$ cat src/rtl/fifo_ctrl_dp_if.sv
`default_nettype none
// ============================================================================
// fifo_ctrl_dp_if
//   Client push/pop bundle plus RAM port bundle for fifo_ctrl_dp.
//   Optional almost flags follow the macro FIFO_ALMOST_EN.
//   Revision: 1.0
// ============================================================================
interface fifo_ctrl_dp_if #(
  parameter int WIDTH   = 8,
  parameter int ADDRESS = 4
);
  logic               push;
  logic [WIDTH-1:0]   push_data;
  logic               pop;
  logic [WIDTH-1:0]   pop_data;
  logic               pop_valid;
  logic               full;
  logic               empty;
  logic [ADDRESS:0]   count;
  logic               overflow;
  logic               underflow;
  logic               ram_wr_en;
  logic [ADDRESS-1:0] ram_wr_addr;
  logic [WIDTH-1:0]   ram_wr_data;
  logic               ram_rd_en;
  logic [ADDRESS-1:0] ram_rd_addr;
  logic [WIDTH-1:0]   ram_rd_data;
`ifdef FIFO_ALMOST_EN
  logic               almost_full;
  logic               almost_empty;
`endif

  // The controller side; the master side is the client together with the RAM.
  modport slave (
    input  push, push_data, pop, ram_rd_data,
    output pop_data, pop_valid, full, empty, count, overflow, underflow,
           ram_wr_en, ram_wr_addr, ram_wr_data, ram_rd_en, ram_rd_addr
`ifdef FIFO_ALMOST_EN
    , output almost_full, almost_empty
`endif
  );

  modport master (
    output push, push_data, pop, ram_rd_data,
    input  pop_data, pop_valid, full, empty, count, overflow, underflow,
           ram_wr_en, ram_wr_addr, ram_wr_data, ram_rd_en, ram_rd_addr
`ifdef FIFO_ALMOST_EN
    , input almost_full, almost_empty
`endif
  );
endinterface
`default_nettype wire

$ cat src/rtl/fifo_ctrl_dp.sv
`default_nettype none
// ============================================================================
// fifo_ctrl_dp
//   Synchronous FIFO controller driving a dual-port RAM with 1-cycle reads.
//   Optional almost_full/almost_empty flags with macro FIFO_ALMOST_EN.
//   Revision: 1.0
// ============================================================================
module fifo_ctrl_dp #(
  parameter int WIDTH   = 8,
  parameter int DEPTH   = 16,
  parameter int ADDRESS = 4
`ifdef FIFO_ALMOST_EN
  , parameter int AF_LEVEL = 12,
  parameter int AE_LEVEL = 4
`endif
) (
  input  wire logic        clock,
  input  wire logic        reset,
  fifo_ctrl_dp_if.slave    bus
);
  localparam logic [ADDRESS:0] c_depth = DEPTH[ADDRESS:0];

  logic [ADDRESS-1:0] wr_ptr_q, wr_ptr_d;
  logic [ADDRESS-1:0] rd_ptr_q, rd_ptr_d;
  logic [ADDRESS:0]   count_q, count_d;
  logic               full_q, full_d;
  logic               empty_q, empty_d;
  logic               pop_valid_q, pop_valid_d;
  logic               overflow_q, overflow_d;
  logic               underflow_q, underflow_d;
  logic               w_push_acc;
  logic               w_pop_acc;
  logic [WIDTH-1:0]   w_push_data;

  assign w_push_data = bus.push_data;

  // A pop frees a slot in the same cycle, so a full FIFO still takes a push.
  assign w_pop_acc  = bus.pop & ~empty_q;
  assign w_push_acc = bus.push & (~full_q | w_pop_acc);

  always_comb begin
    wr_ptr_d    = wr_ptr_q;
    rd_ptr_d    = rd_ptr_q;
    count_d     = count_q;
    if (w_push_acc) wr_ptr_d = wr_ptr_q + 1'b1;
    if (w_pop_acc)  rd_ptr_d = rd_ptr_q + 1'b1;
    if (w_push_acc && !w_pop_acc)      count_d = count_q + 1'b1;
    else if (w_pop_acc && !w_push_acc) count_d = count_q - 1'b1;
    full_d      = (count_d == c_depth);
    empty_d     = (count_d == '0);
    pop_valid_d = w_pop_acc;
    overflow_d  = bus.push & full_q & ~w_pop_acc;
    underflow_d = bus.pop & empty_q;
  end

  always_ff @(posedge clock or negedge reset) begin
    if (!reset) begin
      wr_ptr_q    <= '0;
      rd_ptr_q    <= '0;
      count_q     <= '0;
      full_q      <= 1'b0;
      empty_q     <= 1'b1;
      pop_valid_q <= 1'b0;
      overflow_q  <= 1'b0;
      underflow_q <= 1'b0;
    end else begin
      wr_ptr_q    <= wr_ptr_d;
      rd_ptr_q    <= rd_ptr_d;
      count_q     <= count_d;
      full_q      <= full_d;
      empty_q     <= empty_d;
      pop_valid_q <= pop_valid_d;
      overflow_q  <= overflow_d;
      underflow_q <= underflow_d;
    end
  end

  assign bus.ram_wr_en   = w_push_acc;
  assign bus.ram_wr_addr = wr_ptr_q;
  assign bus.ram_wr_data = w_push_data;
  assign bus.ram_rd_en   = w_pop_acc;
  assign bus.ram_rd_addr = rd_ptr_q;

  assign bus.pop_data  = bus.ram_rd_data;
  assign bus.pop_valid = pop_valid_q;
  assign bus.full      = full_q;
  assign bus.empty     = empty_q;
  assign bus.count     = count_q;
  assign bus.overflow  = overflow_q;
  assign bus.underflow = underflow_q;

`ifdef FIFO_ALMOST_EN
  localparam logic [ADDRESS:0] c_af_level = AF_LEVEL[ADDRESS:0];
  localparam logic [ADDRESS:0] c_ae_level = AE_LEVEL[ADDRESS:0];

  logic almost_full_q, almost_full_d;
  logic almost_empty_q, almost_empty_d;

  always_comb begin
    almost_full_d  = (count_d >= c_af_level);
    almost_empty_d = (count_d <= c_ae_level);
  end

  always_ff @(posedge clock or negedge reset) begin
    if (!reset) begin
      almost_full_q  <= 1'b0;
      almost_empty_q <= 1'b1;
    end else begin
      almost_full_q  <= almost_full_d;
      almost_empty_q <= almost_empty_d;
    end
  end

  assign bus.almost_full  = almost_full_q;
  assign bus.almost_empty = almost_empty_q;
`endif
endmodule
`default_nettype wire

$ cat src/flat_wrapper.sv
// flat-port wrapper written by rule: the top's interface ports become plain ports
module fifo_ctrl_dp_flat 
#(
  parameter int WIDTH   = 8,
  parameter int DEPTH   = 16,
  parameter int ADDRESS = 4

)
  (clock, reset, bus_push, bus_push_data, bus_pop, bus_ram_rd_data, bus_pop_data, bus_pop_valid, bus_full, bus_empty, bus_count, bus_overflow, bus_underflow, bus_ram_wr_en, bus_ram_wr_addr, bus_ram_wr_data, bus_ram_rd_en, bus_ram_rd_addr);
  fifo_ctrl_dp_if #(.WIDTH(WIDTH), .ADDRESS(ADDRESS)) bus_i ();
  input  wire logic clock;
  input  wire logic reset;
  input wire logic [$bits(bus_i.push)-1:0] bus_push;
  input wire logic [$bits(bus_i.push_data)-1:0] bus_push_data;
  input wire logic [$bits(bus_i.pop)-1:0] bus_pop;
  input wire logic [$bits(bus_i.ram_rd_data)-1:0] bus_ram_rd_data;
  output wire logic [$bits(bus_i.pop_data)-1:0] bus_pop_data;
  output wire logic [$bits(bus_i.pop_valid)-1:0] bus_pop_valid;
  output wire logic [$bits(bus_i.full)-1:0] bus_full;
  output wire logic [$bits(bus_i.empty)-1:0] bus_empty;
  output wire logic [$bits(bus_i.count)-1:0] bus_count;
  output wire logic [$bits(bus_i.overflow)-1:0] bus_overflow;
  output wire logic [$bits(bus_i.underflow)-1:0] bus_underflow;
  output wire logic [$bits(bus_i.ram_wr_en)-1:0] bus_ram_wr_en;
  output wire logic [$bits(bus_i.ram_wr_addr)-1:0] bus_ram_wr_addr;
  output wire logic [$bits(bus_i.ram_wr_data)-1:0] bus_ram_wr_data;
  output wire logic [$bits(bus_i.ram_rd_en)-1:0] bus_ram_rd_en;
  output wire logic [$bits(bus_i.ram_rd_addr)-1:0] bus_ram_rd_addr;
  assign bus_i.push = bus_push;
  assign bus_i.push_data = bus_push_data;
  assign bus_i.pop = bus_pop;
  assign bus_i.ram_rd_data = bus_ram_rd_data;
  assign bus_pop_data = bus_i.pop_data;
  assign bus_pop_valid = bus_i.pop_valid;
  assign bus_full = bus_i.full;
  assign bus_empty = bus_i.empty;
  assign bus_count = bus_i.count;
  assign bus_overflow = bus_i.overflow;
  assign bus_underflow = bus_i.underflow;
  assign bus_ram_wr_en = bus_i.ram_wr_en;
  assign bus_ram_wr_addr = bus_i.ram_wr_addr;
  assign bus_ram_wr_data = bus_i.ram_wr_data;
  assign bus_ram_rd_en = bus_i.ram_rd_en;
  assign bus_ram_rd_addr = bus_i.ram_rd_addr;
  fifo_ctrl_dp #(.WIDTH(WIDTH), .DEPTH(DEPTH), .ADDRESS(ADDRESS)) u_core (.clock(clock), .reset(reset), .bus(bus_i));
endmodule
$ cat config.mk
export PLATFORM = sky130hd
export DESIGN_NAME = fifo_ctrl_dp_flat
export DESIGN_NICKNAME = d
export VERILOG_FILES = /design/src/rtl/fifo_ctrl_dp_if.sv /design/src/rtl/fifo_ctrl_dp.sv /design/src/flat_wrapper.sv
export SDC_FILE = /design/constraint.sdc
export NUM_CORES = 1
export LEC_CHECK = 0
export BUFFER_PORTS_ARGS = -buffer_cell sky130_fd_sc_hd__clkbuf_2
export CAP_MARGIN = 15
export CORE_UTILIZATION = 40
export CTS_BUF_LIST = sky130_fd_sc_hd__clkbuf_16
export DETAILED_ROUTE_END_ITERATION = 7
export PLACE_DENSITY = 0.74
export SLEW_MARGIN = 20
export SYNTH_ARGS = -nofsm -noshare
export SYNTH_HDL_FRONTEND = slang
export SYNTH_SLANG_ARGS = --single-unit
$ cat constraint.sdc
create_clock -name clock -period 2.42 [get_ports clock]
set_clock_uncertainty 0.2 [all_clocks]
set_input_delay 0.242 -clock clock [delete_from_list [all_inputs] [get_ports clock]]
set_output_delay 0.242 -clock clock [all_outputs]
set_load 0.03 [all_outputs]
# Word-level counts from Yosys, hierarchy flattened
# Cells that the tools add are included.
# word_totals
in_bits,20
out_inout_bits,36
wordCells,29
reg_bits,18
# classes
mux,2
n_eq_ne,1
reduce_logical,5
n_addsub,4
n_bitwise,9
# op_table
cell,n
5-bit two-way mux,2
"4-bit by 1-bit adder with 4-bit output, second input constant",2
"5-bit by 1-bit adder with 5-bit output, second input constant",1
1-bit bitwise AND,5
"5-bit == test, second input constant",1
5-bit logical NOT,1
"5-bit by 1-bit subtractor with 5-bit output, second input constant",1
1-bit inverter,3
1-bit logical AND,2
1-bit logical NOT,2
1-bit bitwise OR,1

# Logic depth before layout (Yosys ltp)
# Gate-level depths: netlist (run 1).
# depth
depth_word,9
depth_mapped,7
mapped_depth_nobuf,7

# Worst setup path before layout (run 1)
# OpenSTA, ideal clock, no wires.
# synth_timing
path_kind,flip-flop to flip-flop
from,register u_core.count_q[0] (netlist: u_core.bus.count[0])
to,register u_core.full_q (netlist: u_core.bus.full)
setup_ns,0.095
period_less_slack_ns,2.194
n_path_buf,0
setup_slack_ns,0.226
path_stages_with_launch,7
required_ns,2.125
arrival_time_ns,1.899
path_cell_list,dfrtp_1 inv_2 ha_1 or4_1 o311ai_1 o21ai_2 nor4b_2
# synth_via
elab_chain_cells,4
elab_cells_between_ends,5
classes_between,2 x add/sub; 1 x eq/ne; 2 x mux
# synth_lines
item,line_no,text
"start, declared",fifo_ctrl_dp.sv:25,"logic [ADDRESS:0] count_q, count_d;"
"start signal, assigned",fifo_ctrl_dp.sv:69,count_q <= count_d;
5-bit by 1-bit subtractor with 5-bit output,fifo_ctrl_dp.sv:48,else if (w_pop_acc && !w_push_acc) count_d = count_q - 1'b1;
5-bit two-way mux,fifo_ctrl_dp.sv:48,
5-bit two-way mux (*),fifo_ctrl_dp.sv:47,if (w_push_acc && !w_pop_acc) count_d = count_q + 1'b1;
5-bit == test (*),fifo_ctrl_dp.sv:49,full_d = (count_d == c_depth);
via u_core.full_d,fifo_ctrl_dp.sv:26,"logic full_q, full_d;"
"end signal, assigned",fifo_ctrl_dp.sv:70,full_q <= full_d;
"end, declared",fifo_ctrl_dp.sv:26,
# Mark *: on every way through the listed nets, which the timed path passes. The rest lies on a longest branch.
# A chain may end at the register's enable or synchronous reset.

# Final worst setup path (run 1)
# Same ends and word-level chain as after synthesis.

==> flow_summary.ini, run 1 <==
[drt]
first_pass_iters = 3
viasPerCell = 5.23
post_drt_wl_per_cell_um = 13.0
via_count = 670
routed_wl_mm = 1.66
drt_iter0_drc = 5
drc_errors = 0
ant_nets = 0

[synthesis]
synth_most_common_cell = dfrtp_1
synth_top_area_cell = dfrtp_1
synth_commonest_cells = dfrtp_1 (17), buf_4 (16), xnor2_1 (9)
synth_top_area_share_pct = 43.7
syn_avg_cell_area_um2 = 10.9
synth_cell_types = 35
syn_inst = 89
synth_nets = 113
ys.warnings.count = 0
yosys_register_bits = 18
syn_area_um2 = 973
seq_area_frac_synth_pct = 46.4
synthFlopType = dfrtp_1
ys_top_cells_by_area = dfrtp_1 (44%), buf_4 (12%), xnor2_1 (8.1%), ha_1 (5.1%), dfstp_2 (2.7%)
synth_edf_count = 0
async_flop_share_pct = 100

[grt]
grt_overflow_total = 0
grt_pass1_wl_mm = 2.56
grt_pass1_vias = 576
antenna_found_initial = 0
grt_max_degree = 19
gr-usage-all-layers_pct = 13.1

[critical_path]
cp-start-kind = flip-flop
r2r_slack_ns = 0.26
crit_required_ns = 2.37
slowest_delay_ns = 0.51
cp_max_fo = 9
crit_type = reg -> reg
cp.arrival_ns = 2.11
end_kind = flip-flop
slowest_stage = dfrtp_1
path_cells = inv_2 > ha_1 > or4_1 > o311ai_1 > o21ai_2 > nor4b_2

[floorplanning]
start_util_pct = 43.2
io_pins = 56
coreArea_um2 = 2250
die-area_um2 = 2630
rows = 17
fp.dieH_um = 51.3
die_w_um = 51.3

[sta]
fin_crit_sh_pct = 89.2
setup_viol = 0
rsz0062_at_grt = false
timing.final.ws_setup_ns = 0.262
relSlewSlack_pct = 70.6
tightest_slew_ns = 0.441
fmax_ghz = 0.463
fin_tns_setup_ns = 0
period_needed_ns = 2.16
finalMaxSlewViolations = 0
hold_violations = 0

[layout]
utilization_pct = 48.1
n_fill_cell = 215
drive_gt1_share_pct = 36.0
synthToLayoutAreaGrowth_pct = 11.3
fin_nets = 125
antennaDiodeCount = 0

[clocking]
clk_path_buf_depth = 2
htree_levels = 1
cts.sink_count = 18
cts_resized = 0
path_clk_slew_ns = 0.05
tritoncts = built
cts_root_buf = clkbuf_16
clk_latency_ns = 0.24
cts_buffers = 3
post_cts_buffers = 0

[run]
maxCapViolCount = 0

[power_and_ir_drop]
power_leakage_uw = 0.000510
peakVddDrop_uv = 1060
powerDensity_nw_per_um2 = 1600
power_uw = 1730

[placed_design]
gp_congestion = 0.830
port_buffers = 23
pre_cts_slack_ns = 0.286
place_hpwl_mm = 1.21

[status]
status = completed

[worst_hold_path]
hold_class = in -> reg
-- logic make-up (layout without fill, tap and decap cells) --
| group | after synthesis | in the layout | share of synthesized area (%) |
|---|---|---|---|
| adder cells (fa/ha/maj) | 4 | 4 | 5.14 |
| XOR/XNOR | 10 | 10 | 9.00 |
| flip-flops | 18 | 18 | 46.4 |
| buffers and inverters | 21 | 32 | 15.7 |
| multiplexers | 2 | 2 | 2.19 |
| AND/OR/NAND/NOR | 24 | 24 | 14.7 |
| AO/OA/AOI/OAI | 10 | 10 | 6.94 |
-- worst max-delay path, delay by kind of cell, from the launching register on --
kind	cells	cell delay, ns
and+or+nand+nor	2	0.72
DFF	1	0.51
adders and majority gates	1	0.34
AOI/OAI and AO/OA	2	0.24
buffers and inverters	1	0.06
-- layer usage --
layer	vias to the layer above	part of all wire [%]	global-route usage (%)
met1	317	44	16.0
met3	8	8.4	4.17
met4	0	1.6	5.86
li1	314	-	-
met5	-	0	0
met2	31	46	20.8
-- sequential cells by signal, summed over array words and instances, names as in the netlist --
register,count
u_core.bus.underflow,1
u_core.bus.ram_wr_addr,4
u_core.bus.count,5
u_core.bus.ram_rd_addr,4
u_core.bus.pop_valid,1
u_core.bus.overflow,1
u_core.bus.full,1
u_core.bus.empty,1
-- power by group --
| part | internal (µW) | switching [µW] | total (µW) |
|---|---|---|---|
| Sequential | 439 | 151 | 590 |
| Combinational | 288 | 526 | 815 |
| Clock | 219 | 104 | 323 |
-- what timing repair did --
action                                  4_1_cts  5_1_grt
endpoints found under the hold margin        17        0
hold buffers                                  1        0
endpoints found under the setup margin        0        0
-- through the flow --
| step | hold slack [ns] | std cells | area (µm²) |
|---|---|---|---|
| CTS | 0.0180 | 128 | 1080 |
| detailed placement | 0.00577 | 123 | 995 |
| floorplan | -0.254 | 89 | 973 |
| finish | 0.0183 | 128 | 1080 |
| global route | 0.0215 | 128 | 1080 |
| global placement | -0.00290 | 123 | 995 |
-- final cells by class --
cell class / count / area, µm² / area share (%)
multi-input combinational: 50 / 369 / 34.1
clock buffer: 3 / 75.1 / 6.93
timing repair buffer: 25 / 133 / 12.2
tap: 28 / 35.0 / 3.23
inverter: 3 / 16.3 / 1.50
sequential: 18 / 452 / 41.7
clock inverter: 1 / 3.75 / 0.346
-- cell usage in the layout, fill, tap and decap left out, drive strengths merged, types with 2 or more instances in the layout --
| cell type | instances |
|---|---|
| a21oi | 3 |
| clkbuf | 26 |
| nand4 | 2 |
| xnor2 | 9 |
| dfrtp | 17 |
| inv | 3 |
| and3 | 2 |
| ha | 4 |
| nand2 | 6 |
| nor2 | 3 |
| a31oi | 2 |
| nor4 | 2 |
| nor3 | 2 |
| nand2b | 2 |
-- path summary, 6_finish.rpt --
path,cells after the start,to,start
max,6,u_core.bus.full,u_core.bus.count[0]
max in group asynchronous,2,u_core.bus.empty,reset
min in group asynchronous,2,u_core.bus.pop_valid,reset
min,2,u_core.bus.underflow,bus_pop
min reg2reg,1,u_core.bus.ram_wr_addr[3],u_core.bus.ram_wr_addr[3]
max reg2reg,6,u_core.bus.full,u_core.bus.count[0]
Note: power is estimated with default switching activity, not from simulation.
==> run 2: changes to the inputs <==
CORE_UTILIZATION = 43   (was 40)
PLACE_DENSITY = 0.79   (was 0.74)
==> run 2 against run 1 <==
  * Fmax is 0.59% higher
  * Combinational power increased by 1%
  * Critical path depth down 2
  * Clock power up 2%
  * Via count down 0.15%
  * Core utilization up 4.9 points
  * Global-route usage grew 2.2 points
  * Worst setup slack better by 0.013 ns
  * Die area decreased by 6.7%
  * Wire length up 1.9%
  * Worst hold slack improved by 0.014 ns
  * Largest power group unchanged
==> flow_summary.ini, run 2 (synthesis gave the netlist of run 1 again) <==
[critical_path]
rr_startpoint = u_core.bus.count[0]
cp-start-kind = flip-flop
crit_type = reg -> out
r2r_slack_ns = 0.28
crit_required_ns = 1.98
end_kind = output pin
r2r_cells = 6
reg2reg_to = u_core.bus.full
cp_max_fo = 9
cp.arrival_ns = 1.70

[layout]
antennaDiodeCount = 0
layout_common_cells = clkbuf_2 (23), dfrtp_1 (17), xnor2_1 (9)
largest_reg_flops = 5
n_fill_cell = 191
synthToLayoutAreaGrowth_pct = 11.2
seqCellArea_um2 = 452
fin_nets = 125
multi_input_comb_area_um2 = 369
drive_gt1_share_pct = 36.0
layout_commonest_cell = clkbuf_2

[floorplanning]
io_pins = 56
start_util_pct = 47.7
fp.dieH_um = 49.6
rows = 16
die-area_um2 = 2460
coreArea_um2 = 2040
die_w_um = 49.6

[placed_design]
gp_congestion = 0.820
pre_cts_slack_ns = 0.288
place_hpwl_mm = 1.16
port_buffers = 23

[grt]
antenna_found_initial = 0
grt_overflow_total = 0
grt_pass1_vias = 614
grt_max_degree = 19
gr-usage-all-layers_pct = 15.2
grt_pass1_wl_mm = 2.84

[worst_hold_path]
holdPathStages = 2
holdPathEnd = u_core.bus.underflow
hp-start = bus_pop
hold_class = in -> reg

[sta]
fin_tns_setup_ns = 0
period_needed_ns = 2.15
hold_violations = 0
tightest_slew_ns = 0.434
rsz0062_at_grt = false
fin_crit_sh_pct = 88.7
timing.final.ws_setup_ns = 0.274
setup_viol = 0
fmax_ghz = 0.466
relSlewSlack_pct = 71.0
finalMaxSlewViolations = 0

[clocking]
hold_buffers = 1
cts_buffers = 3
clk_latency_ns = 0.24
cts_resized = 0
post_cts_buffers = 0
cts_root_buf = clkbuf_16
htree_levels = 1
tritoncts = built
path_clk_slew_ns = 0.05
cts.sink_count = 18
clk_path_buf_depth = 2

[drt]
ant_nets = 0
via_count = 669
drt_iter0_drc = 6
routed_wl_mm = 1.69
first_pass_iters = 4
drc_errors = 0
viasPerCell = 5.27
post_drt_wl_per_cell_um = 13.3

[power_and_ir_drop]
powerDensity_nw_per_um2 = 1610
peakVddDrop_uv = 735
power_leakage_uw = 0.000510

[run]
maxCapViolCount = 0

[status]
status = completed
-- run 2: cell counts in the layout (fill, tap and decap cells not counted) --
No cell type changed its count.
-- run 2: through the flow --
stage          cell area, µm²  std cells  total power (µW)  hold WS, ns  utilization [%]
2_1_floorplan             973         89              1230       -0.254                -
3_3_place_gp              993        122              1380     -0.00590             48.7
3_5_place_dp              993        122              1400      0.00457             48.7
4_1_cts                  1080        127              1750       0.0308             53.0
5_1_grt                  1080        127              1840       0.0538             53.0
6_report                 1080        127              1740       0.0321             53.0
-- run 2: routing by layer --
metal	vias to the layer above	track usage [%]	share of wire [%]
met4	0	9.05	2.0
met5	-	0	0
li1	316	-	-
met1	317	19.7	42
met3	12	1.85	7.1
met2	24	24.3	49
-- run 2: area by class of cell --
cell class                 count  share of cell area [%]
inverter                       3                    1.50
clock buffer                   3                    6.94
clock inverter                 1                   0.347
tap                           27                    3.12
multi-input combinational     50                    34.1
sequential                    18                    41.7
timing repair buffer          25                    12.3
-- run 2: power by group --
group,internal (µW),switching [µW],leakage [µW]
registers,439,150,0.000217
logic,290,534,0.000254
clock network,219,108,0.0000385
-- run 2: worst max path at each step --
stage,startpoint,depth (start not counted),endpoint
2_1_floorplan,u_core.bus.count[0],6,u_core.bus.full
3_3_place_gp,u_core.bus.count[0],6,u_core.bus.full
3_5_place_dp,u_core.bus.count[0],6,u_core.bus.full
4_1_cts,u_core.bus.empty,4,bus_ram_wr_en
5_1_grt,u_core.bus.count[0],6,u_core.bus.full
6_report,u_core.bus.empty,4,bus_ram_wr_en
-- run 2: worst max-delay path, cell delays in order (launching register included) --
cell      delay [ns]
dfstp_2         0.37
nand2b_1        0.21
buf_4           0.20
a21boi_1        0.38
clkbuf_2        0.29
==> run 3: changes to the inputs <==
CORE_MARGIN = 4   (was not set)
==> run 3 against run 2 <==
  * Core utilization is 0.51 points lower
  * Worst setup slack worse by 0.040 ns
  * Non-clock buffer count stayed put
  * Die area is 26% higher
  * Cell area stayed put
  * Register-to-register slack worse by 0.05 ns
  * Critical path depth is 2 higher
  * Sequential share of layout area stayed put
  * Worst hold slack worse by 0.017 ns
  * Highest routed layer unchanged
==> flow_summary.ini, run 3 (synthesis gave the netlist of run 1 again) <==
[critical_path]
cp_max_fo = 9
cp.arrival_ns = 2.13
path_cells = inv_2 > ha_1 > or4_1 > o311ai_1 > o21ai_2 > nor4_1
crit_required_ns = 2.37
crit_buf_inv = 1
cp-start-kind = flip-flop
critPathTopFamily = simple AND/OR/NAND/NOR gates
end_kind = flip-flop
slowest_stage = or4_1
crit_type = reg -> reg
slowest_delay_ns = 0.52

[clocking]
path_clk_slew_ns = 0.05
post_cts_buffers = 0
cts.sink_count = 18
clk_latency_ns = 0.25
hold_buffers = 1
tritoncts = built
cts_buffers = 3
cts_resized = 0
cts_root_buf = clkbuf_16
htree_levels = 1
clk_path_buf_depth = 2

[drt]
first_pass_iters = 4
routed_wl_mm = 1.70
viasPerCell = 5.16
drt_iter0_drc = 13
drc_errors = 0
post_drt_wl_per_cell_um = 13.4
ant_nets = 0
via_count = 655

[run]
maxCapViolCount = 0

[layout]
fin_nets = 125
synthToLayoutAreaGrowth_pct = 11.2
drive_gt1_share_pct = 36.0
layout_commonest_cell = clkbuf_2
antennaDiodeCount = 0
largest_reg_flops = 5
layout_common_cells = clkbuf_2 (23), dfrtp_1 (17), xnor2_1 (9)

[sta]
tightest_slew_ns = 0.438
rsz0062_at_grt = false
finalMaxSlewViolations = 0
period_needed_ns = 2.19
setup_viol = 0
fmax_ghz = 0.458
hold_violations = 0
fin_tns_setup_ns = 0
fin_crit_sh_pct = 90.3
relSlewSlack_pct = 70.8

[grt]
antenna_found_initial = 0
grt_overflow_total = 0
grt_pass1_wl_mm = 2.95
gr-usage-all-layers_pct = 11.8
grt_max_degree = 19
grt_pass1_vias = 667

[floorplanning]
die-area_um2 = 3090
coreArea_um2 = 2060
fp.dieH_um = 55.6
die_w_um = 55.6
start_util_pct = 47.2
rows = 16
io_pins = 56

[placed_design]
gp_congestion = 0.813
place_hpwl_mm = 1.27
port_buffers = 23

[power_and_ir_drop]
power_uw = 1720
powerDensity_nw_per_um2 = 1590
power_leakage_uw = 0.000510
peakVddDrop_uv = 787

[status]
status = completed

[worst_hold_path]
hold_class = in -> reg
-- run 3: cell counts in the layout (fill, tap and decap cells not counted) --
No cell type changed its count.
-- run 3: final cells by class --
type | count | area, µm²
Multi-Input combinational cell | 50 | 369
Timing Repair Buffer | 25 | 133
Clock inverter | 1 | 3.75
Clock buffer | 3 | 75.1
Inverter | 3 | 16.3
Sequential cell | 18 | 452
Fill cell | 183 | 980
Tap cell | 27 | 33.8
-- run 3: path summary, 6_finish.rpt --
check / slack, ns / startpoint / to / cells after the start
worst max-delay path: 0.23 / u_core.bus.count[0] / u_core.bus.empty / 6
worst min-delay path: 0.01 / bus_pop / u_core.bus.underflow / 2
worst max register to register: 0.23 / u_core.bus.count[0] / u_core.bus.empty / 6
worst min register to register: 0.27 / u_core.bus.ram_wr_addr[3] / u_core.bus.ram_wr_addr[3] / 1
max in group asynchronous: 1.42 / reset / u_core.bus.empty / 2
min in group asynchronous: 0.27 / reset / u_core.bus.pop_valid / 2
-- run 3: report_power, final --
part | internal [µW] | leakage [µW] | total (µW) | switching, µW
logic | 287 | 0.000254 | 811 | 524
clock network | 219 | 0.0000385 | 327 | 108
registers | 439 | 0.000217 | 587 | 148
total | 945 | 0.000510 | 1720 | 780
-- run 3: routing by layer --
metal	vias to the layer above	global-route usage (%)	share of wire, %
met2	31	18.8	45
met4	0	5.21	2.8
li1	313	-	-
met5	-	0	0
met3	8	4.87	8.9
met1	303	13.9	43
-- run 3: stage by stage --
stage	setup slack [ns]	std cells	utilization [%]	hold WS [ns]	instance area, µm²
after detailed placement	0.256	122	48.2	0.0136	993
after global routing	0.0736	127	52.5	0.0358	1080
final	0.235	127	52.5	0.0146	1080
after CTS	0.233	127	52.5	0.0149	1080
after global placement	0.369	122	48.2	-0.00680	993
after floorplan	0.226	89	-	-0.254	973
